## src/rtl/gelux_stream_ctrl_pkg.sv

```systemverilog
// Shared types, FP32 constants and field helpers for the gelux stream controller.
// The core result is replaced for IEEE special inputs, so each operand is classified on issue.
package gelux_stream_ctrl_pkg;

  localparam int unsigned Fp32W = 32;

  typedef enum logic [2:0] {
    ClsNorm,
    ClsNan,
    ClsPinf,
    ClsNinf,
    ClsZero
  } cls_e;

  localparam logic [Fp32W-1:0] FpQnan  = 32'h7FC0_0000;
  localparam logic [Fp32W-1:0] FpPinf  = 32'h7F80_0000;
  localparam logic [Fp32W-1:0] FpPzero = 32'h0000_0000;

  // One sideband slot travels alongside each operand inside the core.
  typedef struct packed {
    logic v;
    logic last;
    cls_e cls;
  } sb_t;

  function automatic logic fp32_sign(input logic [Fp32W-1:0] x);
    return x[31];
  endfunction

  function automatic logic [7:0] fp32_exp(input logic [Fp32W-1:0] x);
    return x[30:23];
  endfunction

  function automatic logic [22:0] fp32_mant(input logic [Fp32W-1:0] x);
    return x[22:0];
  endfunction

  // Denormals are grouped with zero: GELU of a denormal is flushed to +0.
  function automatic cls_e fp32_classify(input logic [Fp32W-1:0] x);
    cls_e cls;
    cls = ClsNorm;
    if (fp32_exp(x) == 8'hFF) begin
      if (fp32_mant(x) != 23'd0) begin
        cls = ClsNan;
      end else if (fp32_sign(x)) begin
        cls = ClsNinf;
      end else begin
        cls = ClsPinf;
      end
    end else if (fp32_exp(x) == 8'h00) begin
      cls = ClsZero;
    end
    return cls;
  endfunction

endpackage

```

## src/rtl/gelux_stream_ctrl_if.sv

```systemverilog
// Ready/valid operand input stream and result output stream of the gelux controller.
// The slave modport is the controller's view; the master modport is the surrounding system's.
interface gelux_stream_ctrl_if #(
  parameter int unsigned DATA_WIDTH = 32
) ();

  logic                  in_valid;
  logic                  in_ready;
  logic [DATA_WIDTH-1:0] in_data;
  logic                  in_last;

  logic                  out_valid;
  logic                  out_ready;
  logic [DATA_WIDTH-1:0] out_data;
  logic                  out_last;

  modport master (
    output in_valid,
    output in_data,
    output in_last,
    output out_ready,
    input  in_ready,
    input  out_valid,
    input  out_data,
    input  out_last
  );

  modport slave (
    input  in_valid,
    input  in_data,
    input  in_last,
    input  out_ready,
    output in_ready,
    output out_valid,
    output out_data,
    output out_last
  );

endinterface

```

## src/rtl/gelux_stream_ctrl_sync_fifo.sv

```systemverilog
// Synchronous FIFO with occupancy count; the head word is driven as 0 while empty.
// Pushing into a full FIFO is a protocol violation and is flagged by an assertion.
module gelux_stream_ctrl_sync_fifo #(
  parameter int unsigned WIDTH = 33,
  parameter int unsigned DEPTH = 8
) (
  input  logic                     clk,
  input  logic                     rst,
  input  logic                     push_i,
  input  logic [WIDTH-1:0]         wdata_i,
  input  logic                     pop_i,
  output logic [WIDTH-1:0]         rdata_o,
  output logic                     empty_o,
  output logic [$clog2(DEPTH):0]   count_o
);

  localparam int unsigned PtrW = $clog2(DEPTH);
  localparam int unsigned CntW = PtrW + 1;

  logic [WIDTH-1:0] mem_q [DEPTH];
  logic [PtrW-1:0]  wptr_q, rptr_q;
  logic [CntW-1:0]  count_q, count_d;
  logic             empty, full, do_pop;

  assign empty  = (count_q == '0);
  assign full   = (count_q == CntW'(DEPTH));
  assign do_pop = pop_i & ~empty;

  always_comb begin
    count_d = count_q;
    unique case ({push_i, do_pop})
      2'b10:   count_d = count_q + CntW'(1);
      2'b01:   count_d = count_q - CntW'(1);
      default: count_d = count_q;
    endcase
  end

  // Pointers are power-of-two wide, so they wrap modulo DEPTH on their own.
  always_ff @(posedge clk or posedge rst) begin
    if (rst) begin
      wptr_q  <= '0;
      rptr_q  <= '0;
      count_q <= '0;
    end else begin
      if (push_i) begin
        wptr_q <= wptr_q + PtrW'(1);
      end
      if (do_pop) begin
        rptr_q <= rptr_q + PtrW'(1);
      end
      count_q <= count_d;
    end
  end

  always_ff @(posedge clk) begin
    if (push_i) begin
      mem_q[wptr_q] <= wdata_i;
    end
  end

  assign rdata_o = empty ? '0 : mem_q[rptr_q];
  assign empty_o = empty;
  assign count_o = count_q;

  push_while_full_a : assert property (@(posedge clk) disable iff (rst) !(push_i && full));

endmodule

```

## src/rtl/gelux_stream_ctrl.sv

```systemverilog
// Ready/valid wrapper around the fixed-latency gelux FP32 GELU core: credit-based issue,
// special-value override on retire and a result FIFO that absorbs downstream backpressure.
module gelux_stream_ctrl
  import gelux_stream_ctrl_pkg::*;
#(
  parameter int unsigned DATA_WIDTH = 32,
  parameter int unsigned CORE_LAT   = 6,
  parameter int unsigned FIFO_DEPTH = 8,
  parameter int unsigned CNT_WIDTH  = 32
) (
  input  logic                   clk,
  input  logic                   rst,
  gelux_stream_ctrl_if.slave     strm_io,
  output logic                   core_en,
  output logic                   core_vld_in,
  output logic [DATA_WIDTH-1:0]  core_operand,
  input  logic [DATA_WIDTH-1:0]  core_result,
  input  logic                   core_vld_out,
  output logic                   busy,
  output logic                   seq_err,
  output logic [CNT_WIDTH-1:0]   elem_cnt
);

  localparam int unsigned CntW = $clog2(FIFO_DEPTH) + 1;

  sb_t [CORE_LAT-1:0]    sb_q, sb_d;
  sb_t                   sb_in, sb_tail;
  logic [CntW-1:0]       inflight_q, inflight_d;
  logic [CntW-1:0]       fifo_cnt;
  logic [CntW:0]         credits_used;
  logic                  in_ready, issue, retire;
  logic [DATA_WIDTH-1:0] result;
  logic [DATA_WIDTH:0]   fifo_rdata;
  logic                  fifo_empty, pop;
  logic                  seq_err_q, seq_err_d;
  logic [CNT_WIDTH-1:0]  elem_cnt_q, elem_cnt_d;

  // Credits count every result that could still land in the FIFO, so a retire never
  // finds it full. Only registers feed in_ready; in_valid has no path to it.
  assign credits_used = {1'b0, inflight_q} + {1'b0, fifo_cnt};
  assign in_ready     = ~rst & (credits_used < (CntW + 1)'(FIFO_DEPTH));
  assign issue        = strm_io.in_valid & in_ready;

  assign strm_io.in_ready = in_ready;
  assign core_en          = ~rst;
  assign core_vld_in      = issue;
  assign core_operand     = strm_io.in_data;

  always_comb begin
    sb_in      = '0;
    sb_in.v    = issue;
    sb_in.last = strm_io.in_last;
    sb_in.cls  = fp32_classify(strm_io.in_data);
    sb_d       = {sb_q[CORE_LAT-2:0], sb_in};
  end

  assign sb_tail = sb_q[CORE_LAT-1];
  assign retire  = sb_tail.v;

  always_comb begin
    result = core_result;
    case (sb_tail.cls)
      ClsNan:           result = FpQnan;
      ClsPinf:          result = FpPinf;
      ClsNinf, ClsZero: result = FpPzero;
      default:          result = core_result;
    endcase
  end

  always_comb begin
    inflight_d = inflight_q + CntW'(issue) - CntW'(retire);
    // Any disagreement between our sideband and the core's strobe is latched for software.
    seq_err_d  = seq_err_q | (sb_tail.v != core_vld_out);
    elem_cnt_d = elem_cnt_q + CNT_WIDTH'(pop);
  end

  always_ff @(posedge clk or posedge rst) begin
    if (rst) begin
      sb_q       <= '0;
      inflight_q <= '0;
      seq_err_q  <= 1'b0;
      elem_cnt_q <= '0;
    end else begin
      sb_q       <= sb_d;
      inflight_q <= inflight_d;
      seq_err_q  <= seq_err_d;
      elem_cnt_q <= elem_cnt_d;
    end
  end

  gelux_stream_ctrl_sync_fifo #(
    .WIDTH (DATA_WIDTH + 1),
    .DEPTH (FIFO_DEPTH)
  ) u_fifo (
    .clk     (clk),
    .rst     (rst),
    .push_i  (retire),
    .wdata_i ({sb_tail.last, result}),
    .pop_i   (pop),
    .rdata_o (fifo_rdata),
    .empty_o (fifo_empty),
    .count_o (fifo_cnt)
  );

  assign pop               = ~fifo_empty & strm_io.out_ready;
  assign strm_io.out_valid = ~fifo_empty;
  assign strm_io.out_data  = fifo_rdata[DATA_WIDTH-1:0];
  assign strm_io.out_last  = fifo_rdata[DATA_WIDTH];

  assign busy     = (inflight_q != '0) | ~fifo_empty;
  assign seq_err  = seq_err_q;
  assign elem_cnt = elem_cnt_q;

endmodule
```

## src/flat_wrapper.sv

```systemverilog
// flat-port wrapper written by rule: the top's interface ports become plain ports
module gelux_stream_ctrl_flat import gelux_stream_ctrl_pkg::*;
#(
  parameter int unsigned DATA_WIDTH = 32,
  parameter int unsigned CORE_LAT   = 6,
  parameter int unsigned FIFO_DEPTH = 8,
  parameter int unsigned CNT_WIDTH  = 32
)
  (clk, rst, core_en, core_vld_in, core_operand, core_result, core_vld_out, busy, seq_err, elem_cnt, strm_io_in_valid, strm_io_in_data, strm_io_in_last, strm_io_out_ready, strm_io_in_ready, strm_io_out_valid, strm_io_out_data, strm_io_out_last);
  gelux_stream_ctrl_if #(.DATA_WIDTH(DATA_WIDTH)) strm_io_i ();
  input  logic clk;
  input  logic rst;
  output logic core_en;
  output logic core_vld_in;
  output logic [DATA_WIDTH-1:0] core_operand;
  input  logic [DATA_WIDTH-1:0] core_result;
  input  logic core_vld_out;
  output logic busy;
  output logic seq_err;
  output logic [CNT_WIDTH-1:0] elem_cnt;
  input wire logic [$bits(strm_io_i.in_valid)-1:0] strm_io_in_valid;
  input wire logic [$bits(strm_io_i.in_data)-1:0] strm_io_in_data;
  input wire logic [$bits(strm_io_i.in_last)-1:0] strm_io_in_last;
  input wire logic [$bits(strm_io_i.out_ready)-1:0] strm_io_out_ready;
  output wire logic [$bits(strm_io_i.in_ready)-1:0] strm_io_in_ready;
  output wire logic [$bits(strm_io_i.out_valid)-1:0] strm_io_out_valid;
  output wire logic [$bits(strm_io_i.out_data)-1:0] strm_io_out_data;
  output wire logic [$bits(strm_io_i.out_last)-1:0] strm_io_out_last;
  assign strm_io_i.in_valid = strm_io_in_valid;
  assign strm_io_i.in_data = strm_io_in_data;
  assign strm_io_i.in_last = strm_io_in_last;
  assign strm_io_i.out_ready = strm_io_out_ready;
  assign strm_io_in_ready = strm_io_i.in_ready;
  assign strm_io_out_valid = strm_io_i.out_valid;
  assign strm_io_out_data = strm_io_i.out_data;
  assign strm_io_out_last = strm_io_i.out_last;
  gelux_stream_ctrl #(.DATA_WIDTH(DATA_WIDTH), .CORE_LAT(CORE_LAT), .FIFO_DEPTH(FIFO_DEPTH), .CNT_WIDTH(CNT_WIDTH)) u_core (.clk(clk), .rst(rst), .strm_io(strm_io_i), .core_en(core_en), .core_vld_in(core_vld_in), .core_operand(core_operand), .core_result(core_result), .core_vld_out(core_vld_out), .busy(busy), .seq_err(seq_err), .elem_cnt(elem_cnt));
endmodule
```

## config.mk

```make
export PLATFORM = sky130hd
export DESIGN_NAME = gelux_stream_ctrl_flat
export DESIGN_NICKNAME = d
export VERILOG_FILES = /design/src/rtl/gelux_stream_ctrl_pkg.sv /design/src/rtl/gelux_stream_ctrl_if.sv /design/src/rtl/gelux_stream_ctrl_sync_fifo.sv /design/src/rtl/gelux_stream_ctrl.sv /design/src/flat_wrapper.sv
export SDC_FILE = /design/constraint.sdc
export NUM_CORES = 1
export LEC_CHECK = 0
export CAP_MARGIN = 20
export CORE_MARGIN = 3
export CORE_UTILIZATION = 40
export CTS_CLUSTER_DIAMETER = 80
export DETAILED_ROUTE_END_ITERATION = 8
export PLACE_DENSITY = 0.67
export SLEW_MARGIN = 20
export SYNTH_ARGS = -nofsm -noshare
export SYNTH_HDL_FRONTEND = slang
export SYNTH_SLANG_ARGS = --single-unit
```

## constraint.sdc

```tcl
create_clock -name clk -period 3.68 [get_ports clk]
set_clock_uncertainty 0.15 [all_clocks]
set_input_delay 0.736 -clock clk [delete_from_list [all_inputs] [get_ports clk]]
set_output_delay 0.736 -clock clk [all_outputs]
set_load 0.02 [all_outputs]
```

==> results.sh, run 1 <==
export IMPL_outcome="finished clean"
export IMPL_cts_max_path_buffers=3
export IMPL_core_area_um2=33900
export IMPL_synth_seq_cells=341
export IMPL_grt_max_degree=43
export IMPL_period_share_pct=96.5
export IMPL_synthCells=782
export IMPL_hold_class="reg2reg"
export IMPL_clock_latency_ns=0.51
export IMPL_synth_area_per_cell_um2=17.8
export IMPL_dr_first_iter_drc_count=319
export IMPL_fin_crit_ns=3.55
export IMPL_ys_warn_count=0
export IMPL_syn2layout_area_growth_pct=23.9
export IMPL_yosysTopAreaCell="edfxtp_1"
export IMPL_clkSlewWorstSetupHoldPaths_ns=0.06
export IMPL_cts_root_buffer="clkbuf_16"
export IMPL_grt_pass1_wl_um=44700
export IMPL_ant_nets=0
export IMPL_synth_edff_count=264
export IMPL_yosysTopAreaCellShare_pct=57.1
export IMPL_drt_total_wl_um=28500
export IMPL_cts_htree_levels=2
export IMPL_synth_ff_type="edfxtp_1"
export IMPL_hold_violations=0
export IMPL_synth_most_common_cell="edfxtp_1"
export IMPL_tritoncts="done"
export IMPL_num_rows=67
export IMPL_dp_hpwl_um=17000
export IMPL_die_area_um2=37000
export IMPL_slew_violations=0
export IMPL_yosysSeqAreaShare_pct=71.0
export IMPL_nFillCells=2763
export IMPL_syn_nets=869
export IMPL_drt_vias_per_instance=5.07
export IMPL_drv_cap=0
export IMPL_worstSetupEndpointType="output pin"
export IMPL_worstPathMaxFanout=19
export IMPL_globalplace_congestion=0.718
export IMPL_grt_pass1_vias=7767
export IMPL_rsz0062_at_grt="no"
export IMPL_synthTopCellsByCount="264 x edfxtp_1, 77 x dfrtp_1, 66 x mux4_2, 59 x nor2_1, 35 x buf_4"
export IMPL_io_pin_count=173
export IMPL_tightest_slew_ns=0.804
export IMPL_setup_tns_ns=0
export IMPL_layout_nets=1037
export IMPL_die_x_um=192
export IMPL_die_y_um=192
export IMPL_first_pass_iters=4
export IMPL_ys_types=47
export IMPL_holdWs_ns=0.195
export IMPL_postSynth_asyncResetShare_pct=22.6
export IMPL_synth_cell_area_um2=13900
export IMPL_antenna_found_initial=0
export IMPL_setup_viol=0
export IMPL_drt_wirelength_per_cell_um=20.0
export IMPL_crit_chain="buf_12 > mux4_2 > mux2i_1 > nor2_1 > clkdlybuf4s50_1"
export IMPL_cpMaxStageDelayCell="clkdlybuf4s50_1"
export IMPL_fmax_mhz=282
export IMPL_synthTopCellsByArea="edfxtp_1 57%, dfrtp_1 14%, mux4_2 11%, mux2i_1 2.5%, buf_4 1.9%"
export IMPL_diodes=0
export IMPL_slew_headroom_pct=46.4
export IMPL_initial_utilization_pct=41.0
export IMPL_slowest_delay_ns=0.55
export IMPL_power_density_nw_per_um2=702
export IMPL_layout_drive_gt1_share_pct=17.3
export IMPL_p_leak_nw=6.17
export IMPL_start_kind="flip-flop"
export IMPL_overflow=0
export IMPL_required_ns=2.79
export IMPL_port_buffers=172
export IMPL_cp_arrival_ns=2.66
export IMPL_cts_buffers_inserted=36
export IMPL_dpl_cell_area_um2=16100
export IMPL_ir_drop_uv=375
export IMPL_clock_sinks=341
export IMPL_grtUsageTotal_pct=15.8
export IMPL_stdcell_area_um2=17200
export IMPL_crit_type="reg2out"
export IMPL_drc_errors=0
export IMPL_num_vias=7223
==> report_power, final <==
group | switching (mW) | leakage, nW | internal [mW]
registers | 0.277 | 3.37 | 4.45
clock network | 1.41 | 0.558 | 2.03
logic | 1.94 | 2.25 | 1.96
total | 3.63 | 6.17 | 8.44
==> cell type report <==
cell class | count | area, um^2 | area share, %
Clock buffer | 51 | 1070 | 6.20
Clock inverter | 13 | 75.1 | 0.436
Inverter | 29 | 110 | 0.640
Multi-Input combinational cell | 348 | 3580 | 20.8
Sequential cell | 341 | 9860 | 57.3
Tap cell | 448 | 561 | 3.26
Timing Repair Buffer | 194 | 1950 | 11.3
==> logic make-up (layout without fill, tap and decap cells) <==
kind of cell / after synthesis / after routing / synth area share, %
AOI/OAI and AO/OA: 15 / 15 / 0.721
xor gates and xnor gates: 40 / 40 / 2.52
adders and majority gates: 24 / 24 / 2.15
buffers and inverters: 93 / 287 / 3.66
DFF: 341 / 341 / 71.0
muxes: 102 / 102 / 13.3
and+or+nand+nor: 167 / 167 / 6.63
==> sequential cells by signal (all words and copies together), names as in the netlist <==
register               cells
u_core.u_fifo.mem_q      264
u_core.sb_q                4
u_core.elem_cnt           32
u_core.inflight_q          4
u_core.u_fifo.rptr_q       3
u_core.seq_err             1
u_core.u_fifo.count_o      4
u_core.sb_d               25
u_core.retire              1
u_core.u_fifo.wptr_q       3
==> path summary, 6_finish.rpt <==
path	from	endpoint	slack [ns]	depth (start not counted)
hold reg to reg	u_core.sb_d[27]	u_core.sb_q[27]	0.19	0
setup reg to reg	u_core.u_fifo.count_o[0]	u_core.u_fifo.count_o[3]	0.71	9
setup / recovery	u_core.u_fifo.rptr_q[0]	strm_io_out_data[30]	0.13	5
min in group asynchronous	rst	u_core.u_fifo.count_o[3]	0.59	3
max in group asynchronous	rst	u_core.inflight_q[2]	1.88	4
hold / removal	u_core.sb_d[27]	u_core.sb_q[27]	0.19	0
==> metrics by stage <==
stage / util [%] / setup slack (ns) / power, mW / std cells
5_1_grt: 50.8 / 0.0433 / 12.7 / 1424
3_3_place_gp: 47.4 / 0.104 / 8.75 / 1359
6_report: 50.8 / 0.130 / 12.1 / 1424
3_5_place_dp: 47.4 / 0.117 / 8.79 / 1359
4_1_cts: 50.8 / 0.0650 / 12.3 / 1424
2_1_floorplan: - / 0.0669 / 7.22 / 782
==> metal layers <==
metal  routed length, um  GRT usage (%)  vias up
met5                   0              0        -
met4                 538           4.15        0
met3                1680           3.96       46
met2               13800           26.0      211
met1               12500           21.2     3691
li1                    -              -     3275
==> timing repair <==
action,in CTS,in global routing
resized for setup,2,0
setup endpoints to repair,6,0
setup buffers,1,0
hold buffers,0,0
endpoints found under the hold margin,0,0
==> worst max-delay path: cells and delay by family (launching register included) <==
family	cells	cell delay, ns
simple gates	1	0.07
mux	2	0.80
buf+inv	2	0.77
flops	1	0.51
==> placed cells by master, fill, tap and decap left out, types with 15 or more instances in the layout <==
cell / netlist / layout
buf_4: 35 / 17
clkdlybuf4s50_1: 0 / 171
nand2_1: 18 / 18
mux4_2: 66 / 66
xor2_1: 25 / 25
ha_1: 15 / 15
clkbuf_16: 0 / 40
nor2b_1: 23 / 23
dfrtp_1: 77 / 74
mux2i_1: 34 / 34
inv_1: 28 / 27
nor2_1: 59 / 53
edfxtp_1: 264 / 264
(Power assumes the default switching activity.)
==> run 2, diff against run 1 <==
--- a/config.mk
+++ b/config.mk
@@ -7,10 +7,10 @@
 export LEC_CHECK = 0
 export CAP_MARGIN = 20
 export CORE_MARGIN = 3
-export CORE_UTILIZATION = 40
+export CORE_UTILIZATION = 46
 export CTS_CLUSTER_DIAMETER = 80
 export DETAILED_ROUTE_END_ITERATION = 8
-export PLACE_DENSITY = 0.67
+export PLACE_DENSITY = 0.75
 export SLEW_MARGIN = 20
 export SYNTH_ARGS = -nofsm -noshare
 export SYNTH_HDL_FRONTEND = slang
==> results.sh, run 2 (same netlist as run 1, synthesis figures left out) <==
export IMPL_outcome="finished clean"
export IMPL_diodes=0
export IMPL_slew_headroom_pct=36.1
export IMPL_tightest_slew_ns=0.958
export IMPL_fmax_mhz=281
export IMPL_period_share_pct=96.6
export IMPL_start_kind="flip-flop"
export IMPL_grt_max_degree=78
export IMPL_core_area_um2=29200
export IMPL_dp_hpwl_um=17600
export IMPL_hold_violations=0
export IMPL_power_total_mw=12.3
export IMPL_largest_register="u_core.u_fifo.mem_q"
export IMPL_required_ns=2.79
export IMPL_grtUsageTotal_pct=17.5
export IMPL_slew_violations=0
export IMPL_die_x_um=180
export IMPL_num_rows=62
export IMPL_layout_nets=1045
export IMPL_cts_buffers_inserted=36
export IMPL_syn2layout_area_growth_pct=24.3
export IMPL_clkSlewWorstSetupHoldPaths_ns=0.06
export IMPL_initial_utilization_pct=47.5
export IMPL_multiInputGateArea_um2=3580
export IMPL_regArea_um2=9860
export IMPL_drc_errors=0
export IMPL_fin_crit_ns=3.55
export IMPL_die_area_um2=32300
export IMPL_drv_cap=0
export IMPL_layout_drive_gt1_share_pct=18.7
export IMPL_overflow=0
export IMPL_antenna_found_initial=0
export IMPL_port_buffers=172
export IMPL_worstSetupEndpointType="output pin"
export IMPL_hold_class="reg2reg"
export IMPL_largest_register_ffs=264
export IMPL_worstPathMaxFanout=11
export IMPL_ant_nets=0
export IMPL_holdWs_ns=0.194
export IMPL_power_density_nw_per_um2=712
export IMPL_dpl_cell_area_um2=16000
export IMPL_setup_ws_ns=0.127
export IMPL_clock_latency_ns=0.50
export IMPL_drt_wirelength_per_cell_um=20.8
export IMPL_die_y_um=180
export IMPL_grt_pass1_vias=7977
export IMPL_globalplace_congestion=0.803
export IMPL_p_leak_nw=6.25
export IMPL_clock_sinks=341
export IMPL_grt_pass1_wl_um=44800
export IMPL_ir_drop_uv=383
export IMPL_nFillCells=2153
export IMPL_cts_htree_levels=2
export IMPL_dr_first_iter_drc_count=597
export IMPL_cts_root_buffer="clkbuf_16"
export IMPL_stdcell_area_um2=17300
export IMPL_io_pin_count=173
export IMPL_drt_total_wl_um=28500
export IMPL_rsz0062_at_grt="no"
export IMPL_final_common_cell="edfxtp_1"
export IMPL_drt_vias_per_instance=5.36
export IMPL_num_vias=7345
export IMPL_cts_max_path_buffers=3
export IMPL_cp_arrival_ns=2.67
export IMPL_place_ws_ns=0.156
export IMPL_setup_viol=0
export IMPL_tritoncts="done"
export IMPL_final_cell_mix="264 x edfxtp_1, 171 x clkdlybuf4s50_1, 74 x dfrtp_1"
export IMPL_crit_type="reg2out"
export IMPL_first_pass_iters=7
export IMPL_setup_tns_ns=0
[run 2: changes by cell type in the layout (fill, tap and decap cells not counted), moves of 2 or more]
cell / before / now
clkinv_2: 5 / 9
clkinv_4: 0 / 2
clkinv_1: 6 / 3
bufinv_16: 0 / 3
clkbuf_16: 40 / 38
buf_4: 17 / 24
clkbuf_1: 8 / 6
[run 2: critical path, cell delays in order, from the launching register on]
cell	delay [ns]
dfrtp_4	0.56
buf_4	0.19
mux4_2	0.52
mux2i_1	0.22
nor2_1	0.07
clkdlybuf4s50_1	0.60
[run 2: metrics by stage]
stage                     utilization [%]  cells
final                                59.0   1370
after global routing                 59.0   1370
after CTS                            58.9   1366
after detailed placement             54.7   1299
after global placement               54.7   1299
after floorplan                         -    782
[run 2: timing repair]
item | CTS | global route
cloned | 0 | 0
setup buffers | 1 | 4
gates resized for setup | 1 | 1
endpoints found under the setup margin | 28 | 12
endpoints found under the hold margin | 0 | 0
hold buffers | 0 | 0
[run 2: area by class of cell]
type / instances / share of cell area (%)
inverter: 29 / 0.638
multi-input combinational: 348 / 20.8
clock inverter: 20 / 1.15
sequential: 341 / 57.2
tap: 384 / 2.79
clock buffer: 46 / 5.80
timing repair buffer: 202 / 11.7
[run 2: power by group]
part / total (mW) / internal, mW / switching, mW
Combinational: 3.95 / 2.01 / 1.94
Sequential: 4.74 / 4.45 / 0.290
Clock: 3.59 / 2.15 / 1.44
[run 2: final timing paths]
kind                                     startpoint                        to  slack, ns  cells after the start
setup / recovery            u_core.u_fifo.rptr_q[0]      strm_io_out_data[22]       0.13                      5
hold / removal                      u_core.sb_d[12]           u_core.sb_d[17]       0.19                      0
setup reg to reg           u_core.u_fifo.count_o[0]  u_core.u_fifo.count_o[3]       0.64                      9
hold reg to reg                     u_core.sb_d[12]           u_core.sb_d[17]       0.19                      0
max in group asynchronous                       rst   u_core.u_fifo.rptr_q[1]       1.89                      3
min in group asynchronous                       rst       u_core.elem_cnt[27]       0.78                      3
[run 2: per-layer routing]
layer	share of wire, %	wire (um)	global-route usage, %	up-vias
met3	7.9	2240	4.55	38
met5	0	0	0	-
li1	-	-	-	3291
met1	40	11400	22.6	3720
met4	1.6	458	4.12	0
met2	51	14400	30.2	296
==> run 3, diff against run 2 <==
--- a/config.mk
+++ b/config.mk
@@ -7,10 +7,11 @@
 export LEC_CHECK = 0
 export CAP_MARGIN = 20
 export CORE_MARGIN = 3
-export CORE_UTILIZATION = 46
+export CORE_UTILIZATION = 35
 export CTS_CLUSTER_DIAMETER = 80
 export DETAILED_ROUTE_END_ITERATION = 8
-export PLACE_DENSITY = 0.75
+export GPL_TIMING_DRIVEN = 1
+export PLACE_DENSITY = 0.59
 export SLEW_MARGIN = 20
 export SYNTH_ARGS = -nofsm -noshare
 export SYNTH_HDL_FRONTEND = slang
==> constraint.sdc (replaced) <==
create_clock -name clk -period 4.05 [get_ports clk]
set_clock_uncertainty 0.15 [all_clocks]
set_input_delay 0.81 -clock clk [delete_from_list [all_inputs] [get_ports clk]]
set_output_delay 0.81 -clock clk [all_outputs]
set_load 0.02 [all_outputs]
==> results.sh, run 3 (same netlist as run 1, synthesis figures left out) <==
export IMPL_holdCritStartpoint="u_core.sb_d[6]"
export IMPL_setup_viol=0
export IMPL_globalplace_congestion=0.721
export IMPL_worstReg2RegStart="u_core.u_fifo.count_o[0]"
export IMPL_slowest_delay_ns=0.61
export IMPL_setup_tns_ns=0
export IMPL_tightest_slew_ns=0.899
export IMPL_cts_root_buffer="clkbuf_16"
export IMPL_power_density_nw_per_um2=637
export IMPL_die_x_um=205
export IMPL_crit_type="reg2out"
export IMPL_period_share_pct=94.9
export IMPL_hold_violations=0
export IMPL_ir_drop_uv=344
export IMPL_met2_usage_pct=23.2
export IMPL_dr_first_iter_drc_count=416
export IMPL_p_sw_mw=3.30
export IMPL_fmax_mhz=260
export IMPL_slew_headroom_pct=39.7
export IMPL_initial_utilization_pct=35.7
export IMPL_grt_pass1_wl_um=45600
export IMPL_final_util_pct=44.5
export IMPL_met1_usage_pct=18.6
export IMPL_antenna_found_initial=2
export IMPL_final_common_cell="edfxtp_1"
export IMPL_largest_register_ffs=264
export IMPL_grt_max_degree=78
export IMPL_grt_pass1_vias=7787
export IMPL_num_vias=7175
export IMPL_post_cts_resized=0
export IMPL_required_ns=3.09
export IMPL_port_buffers=172
export IMPL_ant_nets=0
export IMPL_cp_arrival_ns=2.88
export IMPL_cts_hold_buf=0
export IMPL_worstSetupEndpointType="output pin"
export IMPL_dp_cells=1430
export IMPL_clock_sinks=341
export IMPL_outcome="finished clean"
export IMPL_tritoncts="done"
export IMPL_internal_power_mw=7.73
export IMPL_nFillCells=3444
export IMPL_first_pass_iters=4
export IMPL_drt_wirelength_per_cell_um=19.5
export IMPL_num_rows=72
export IMPL_place_ws_ns=0.257
export IMPL_combPwrFrac_pct=31.9
export IMPL_r2r_cells=9
export IMPL_drc_errors=0
export IMPL_drt_total_wl_um=29200
export IMPL_cts_max_path_buffers=3
export IMPL_die_y_um=205
export IMPL_crit_cells=6
export IMPL_seqPwrFrac_pct=39.1
export IMPL_hold_class="reg2reg"
export IMPL_regToRegEndpoint="u_core.u_fifo.count_o[3]"
export IMPL_syn2layout_area_growth_pct=24.8
export IMPL_layout_drive_gt1_share_pct=17.5
export IMPL_rsz0062_at_grt="no"
export IMPL_whs_endpoint="u_core.sb_d[11]"
export IMPL_top_usage_layer="met2"
export IMPL_cts_buffers_inserted=38
export IMPL_p_clk_share_pct=29.0
export IMPL_fin_crit_ns=3.84
export IMPL_hold_path_depth=0
export IMPL_drt_vias_per_instance=4.80
export IMPL_final_cells=1496
export IMPL_ff2ff_setup_slack_ns=1.00
export IMPL_largest_register="u_core.u_fifo.mem_q"
export IMPL_setup_ws_ns=0.205
export IMPL_sw_frac_of_total_pct=29.9
export IMPL_drv_cap=0
export IMPL_gr_usage_met3_pct=3.92
export IMPL_postCtsSetupRepairBufs=0
export IMPL_dp_hpwl_um=18100
export IMPL_dpl_cell_area_um2=16100
export IMPL_stdcell_area_um2=17300
export IMPL_p_leak_nw=6.18
export IMPL_final_cell_mix="264 x edfxtp_1, 172 x clkdlybuf4s50_1, 74 x dfrtp_1"
export IMPL_clkSlewWorstSetupHoldPaths_ns=0.05
export IMPL_cts_htree_levels=2
export IMPL_worstPathMaxFanout=5
export IMPL_crit_chain="ha_1 > or4_1 > a21oi_1 > nand2_1 > inv_1 > clkdlybuf4s50_1"
export IMPL_core_area_um2=38900
export IMPL_io_pin_count=173
export IMPL_layout_nets=1039
export IMPL_clock_latency_ns=0.50
export IMPL_overflow=0
export IMPL_start_kind="flip-flop"
export IMPL_power_total_mw=11.0
export IMPL_critPathBufInv=2
export IMPL_slew_violations=0
export IMPL_grtUsageTotal_pct=14.1
export IMPL_die_area_um2=42100
export IMPL_holdWs_ns=0.194
export IMPL_crit_family="buffers and inverters"
export IMPL_cpMaxStageDelayCell="clkdlybuf4s50_1"
-- run 3: cell types whose count changed in the layout (fill, tap and decap cells not counted), sizes merged --
cell / delta
buf: -8
clkbuf: +6
clkinv: -5
bufinv: -2
clkdlybuf4s50: +1
diode: +1
dlygate4sd2: -1
-- run 3: how the worst max path moves through the flow --
stage,slack [ns],from,to
6_report,0.21,u_core.u_fifo.count_o[3],core_vld_in
2_1_floorplan,0.44,u_core.retire,u_core.u_fifo.mem_q[0][0]
3_5_place_dp,0.26,rst,core_vld_in
3_3_place_gp,0.30,rst,core_vld_in
5_1_grt,0.06,u_core.u_fifo.count_o[3],core_vld_in
4_1_cts,0.17,u_core.u_fifo.rptr_q[1],strm_io_out_data[22]
-- run 3: power groups by stage --
stage / logic, mW / registers (mW) / clock network [mW]
2_1_floorplan: 2.29 / 4.27 / 0
3_3_place_gp: 3.59 / 4.39 / 0
3_5_place_dp: 3.61 / 4.39 / 0
4_1_cts: 3.62 / 4.32 / 3.31
5_1_grt: 3.84 / 4.36 / 3.46
6_report: 3.52 / 4.32 / 3.20
-- run 3: area by class of cell --
| type | count | area (um^2) | area share, % |
|---|---|---|---|
| tap | 518 | 648 | 3.74 |
| sequential | 341 | 9860 | 56.9 |
| inverter | 29 | 110 | 0.635 |
| clock buffer | 52 | 1070 | 6.20 |
| timing repair buffer | 194 | 1950 | 11.3 |
| antenna | 1 | 2.50 | 0.0144 |
| multi-input combinational | 348 | 3580 | 20.7 |
| clock inverter | 13 | 96.3 | 0.556 |
-- run 3: layer usage --
layer / wire, um / share of wire (%)
met1: 12500 / 43
met2: 14100 / 48
met3: 2190 / 7.5
met4: 457 / 1.6
met5: 13 / 0.045
==> edit, RTL diff (settings of run 2) <==
`FIFO_DEPTH` is set to 8 in 2 places; all go to 4.
--- a/src/rtl/gelux_stream_ctrl.sv
+++ b/src/rtl/gelux_stream_ctrl.sv
@@ -5,7 +5,7 @@
 #(
   parameter int unsigned DATA_WIDTH = 32,
   parameter int unsigned CORE_LAT   = 6,
-  parameter int unsigned FIFO_DEPTH = 8,
+  parameter int unsigned FIFO_DEPTH = 4,
   parameter int unsigned CNT_WIDTH  = 32
 ) (
   input  logic                   clk,
--- a/src/flat_wrapper.sv
+++ b/src/flat_wrapper.sv
@@ -3,7 +3,7 @@
 #(
   parameter int unsigned DATA_WIDTH = 32,
   parameter int unsigned CORE_LAT   = 6,
-  parameter int unsigned FIFO_DEPTH = 8,
+  parameter int unsigned FIFO_DEPTH = 4,
   parameter int unsigned CNT_WIDTH  = 32
 )
   (clk, rst, core_en, core_vld_in, core_operand, core_result, core_vld_out, busy, seq_err, elem_cnt, strm_io_in_valid, strm_io_in_data, strm_io_in_last, strm_io_out_ready, strm_io_in_ready, strm_io_out_valid, strm_io_out_data, strm_io_out_last);
Function: changed (a bounded check fails within 10 cycles, from zero or initial values and one cycle with rst high).
==> edit against run 2 <==
- cell area is 37% lower
- area after synthesis is 39% lower
- power is 42% lower
- critical path depth is 1 lower
- routed wire length is 40% lower
- utilization is 1.4 points higher
- largest cell class unchanged
- cell count is 32% lower
- hold slack better by 0.0023 ns
- worst setup slack better by 0.15 ns
- clock power is 46% lower
- critical path type is now primary input to output port
- sequential cell count is 136 lower
- sequential share of layout area is 4.1 points lower
==> edit: results <==
metrics = {
    "logic_synthesis": {
        "synth_xor_area_frac": 0.0411,
        "syn_inst": 532,
        "ys_seq_area_frac": 0.680,
        "synth_cell_types": 39,
        "synthArstFlopShare": 0.356,
        "synth_compound_area_frac": 0.00367,
        "syn_nets": 615,
    },
    "finish": {
        "layout-drive-gt1-share": 0.132,
        "nets": 766,
        "largest_register_ffs": 132,
    },
    "global_routing": {
        "grt_max_degree": 74,
        "grt_usage": 0.168,
    },
    "detailed_routing": {
        "wirelength_mm": 17.0,
        "first_pass_iters": 4,
        "dr_total_vias": 4833,
        "drt_first_iter_violations": 220,
        "routedWlPerCell_um": 18.4,
    },
    "placement": {
        "hpwl_mm": 11.0,
        "place_inst": 889,
    },
    "status": {
        "outcome": "complete, no violations",
    },
    "pwr": {
        "comb_power_share": 0.333,
        "seq_power_share": 0.394,
        "swShare": 0.294,
        "leakage_nw": 4.16,
        "ir_drop_mv": 0.349,
    },
    "clock_network": {
        "clkLatencyLatePin_ns": 0.48,
        "cts_htree_levels": 1,
    },
    "setup_path": {
        "cp_data_arrival_time_ns": 2.51,
        "crit_fanout": 2,
    },
    "sta": {
        "maxSlewHeadroom": 0.354,
    },
}
## edit: cell count changes after synthesis, sizes merged, moves of 4 or more
cell | run 2 | this run
edfxtp | 264 | 132
nand2 | 19 | 14
dfrtp | 77 | 73
nor2 | 60 | 19
inv | 29 | 24
mux2i | 34 | 1
ha | 15 | 11
and2 | 2 | 40
mux4 | 66 | 33
buf | 50 | 38
## edit: what timing repair did
| action | 4_1_cts | 5_1_grt |
|---|---|---|
| resized for setup | 0 | 1 |
| hold endpoints to repair | 0 | 0 |
| setup endpoints to repair | 0 | 1 |
## edit: layer usage
layer  vias up  global-route usage  share of wire
li1       2206                   -              -
met1      2429               0.209           0.40
met2       179               0.298           0.51
met3        19              0.0474          0.077
met4         0              0.0328          0.012
met5         -                   0              0
## edit: path summary, 6_finish.rpt
kind                                          start                      end  slack (ns)  cells past startpoint
setup reg to reg           u_core.u_fifo.count_o[2]     u_core.inflight_q[2]        0.80                     10
hold reg to reg                     u_core.sb_d[23]          u_core.sb_d[28]        0.20                      0
hold / removal                      u_core.sb_d[23]          u_core.sb_d[28]        0.20                      0
min in group asynchronous                       rst           u_core.seq_err        0.76                      3
setup / recovery                                rst         strm_io_in_ready        0.28                      4
max in group asynchronous                       rst  u_core.u_fifo.rptr_q[0]        1.99                      3
## edit: cell type report
| type | count | area [µm²] | share of cell area |
|---|---|---|---|
| Sequential cell | 205 | 5790 | 0.530 |
| Multi-Input combinational cell | 253 | 2330 | 0.213 |
| Timing Repair Buffer | 178 | 1780 | 0.163 |
| Clock buffer | 29 | 598 | 0.0548 |
| Tap cell | 229 | 287 | 0.0262 |
| Inverter | 24 | 90.1 | 0.00825 |
| Clock inverter | 8 | 42.5 | 0.00390 |
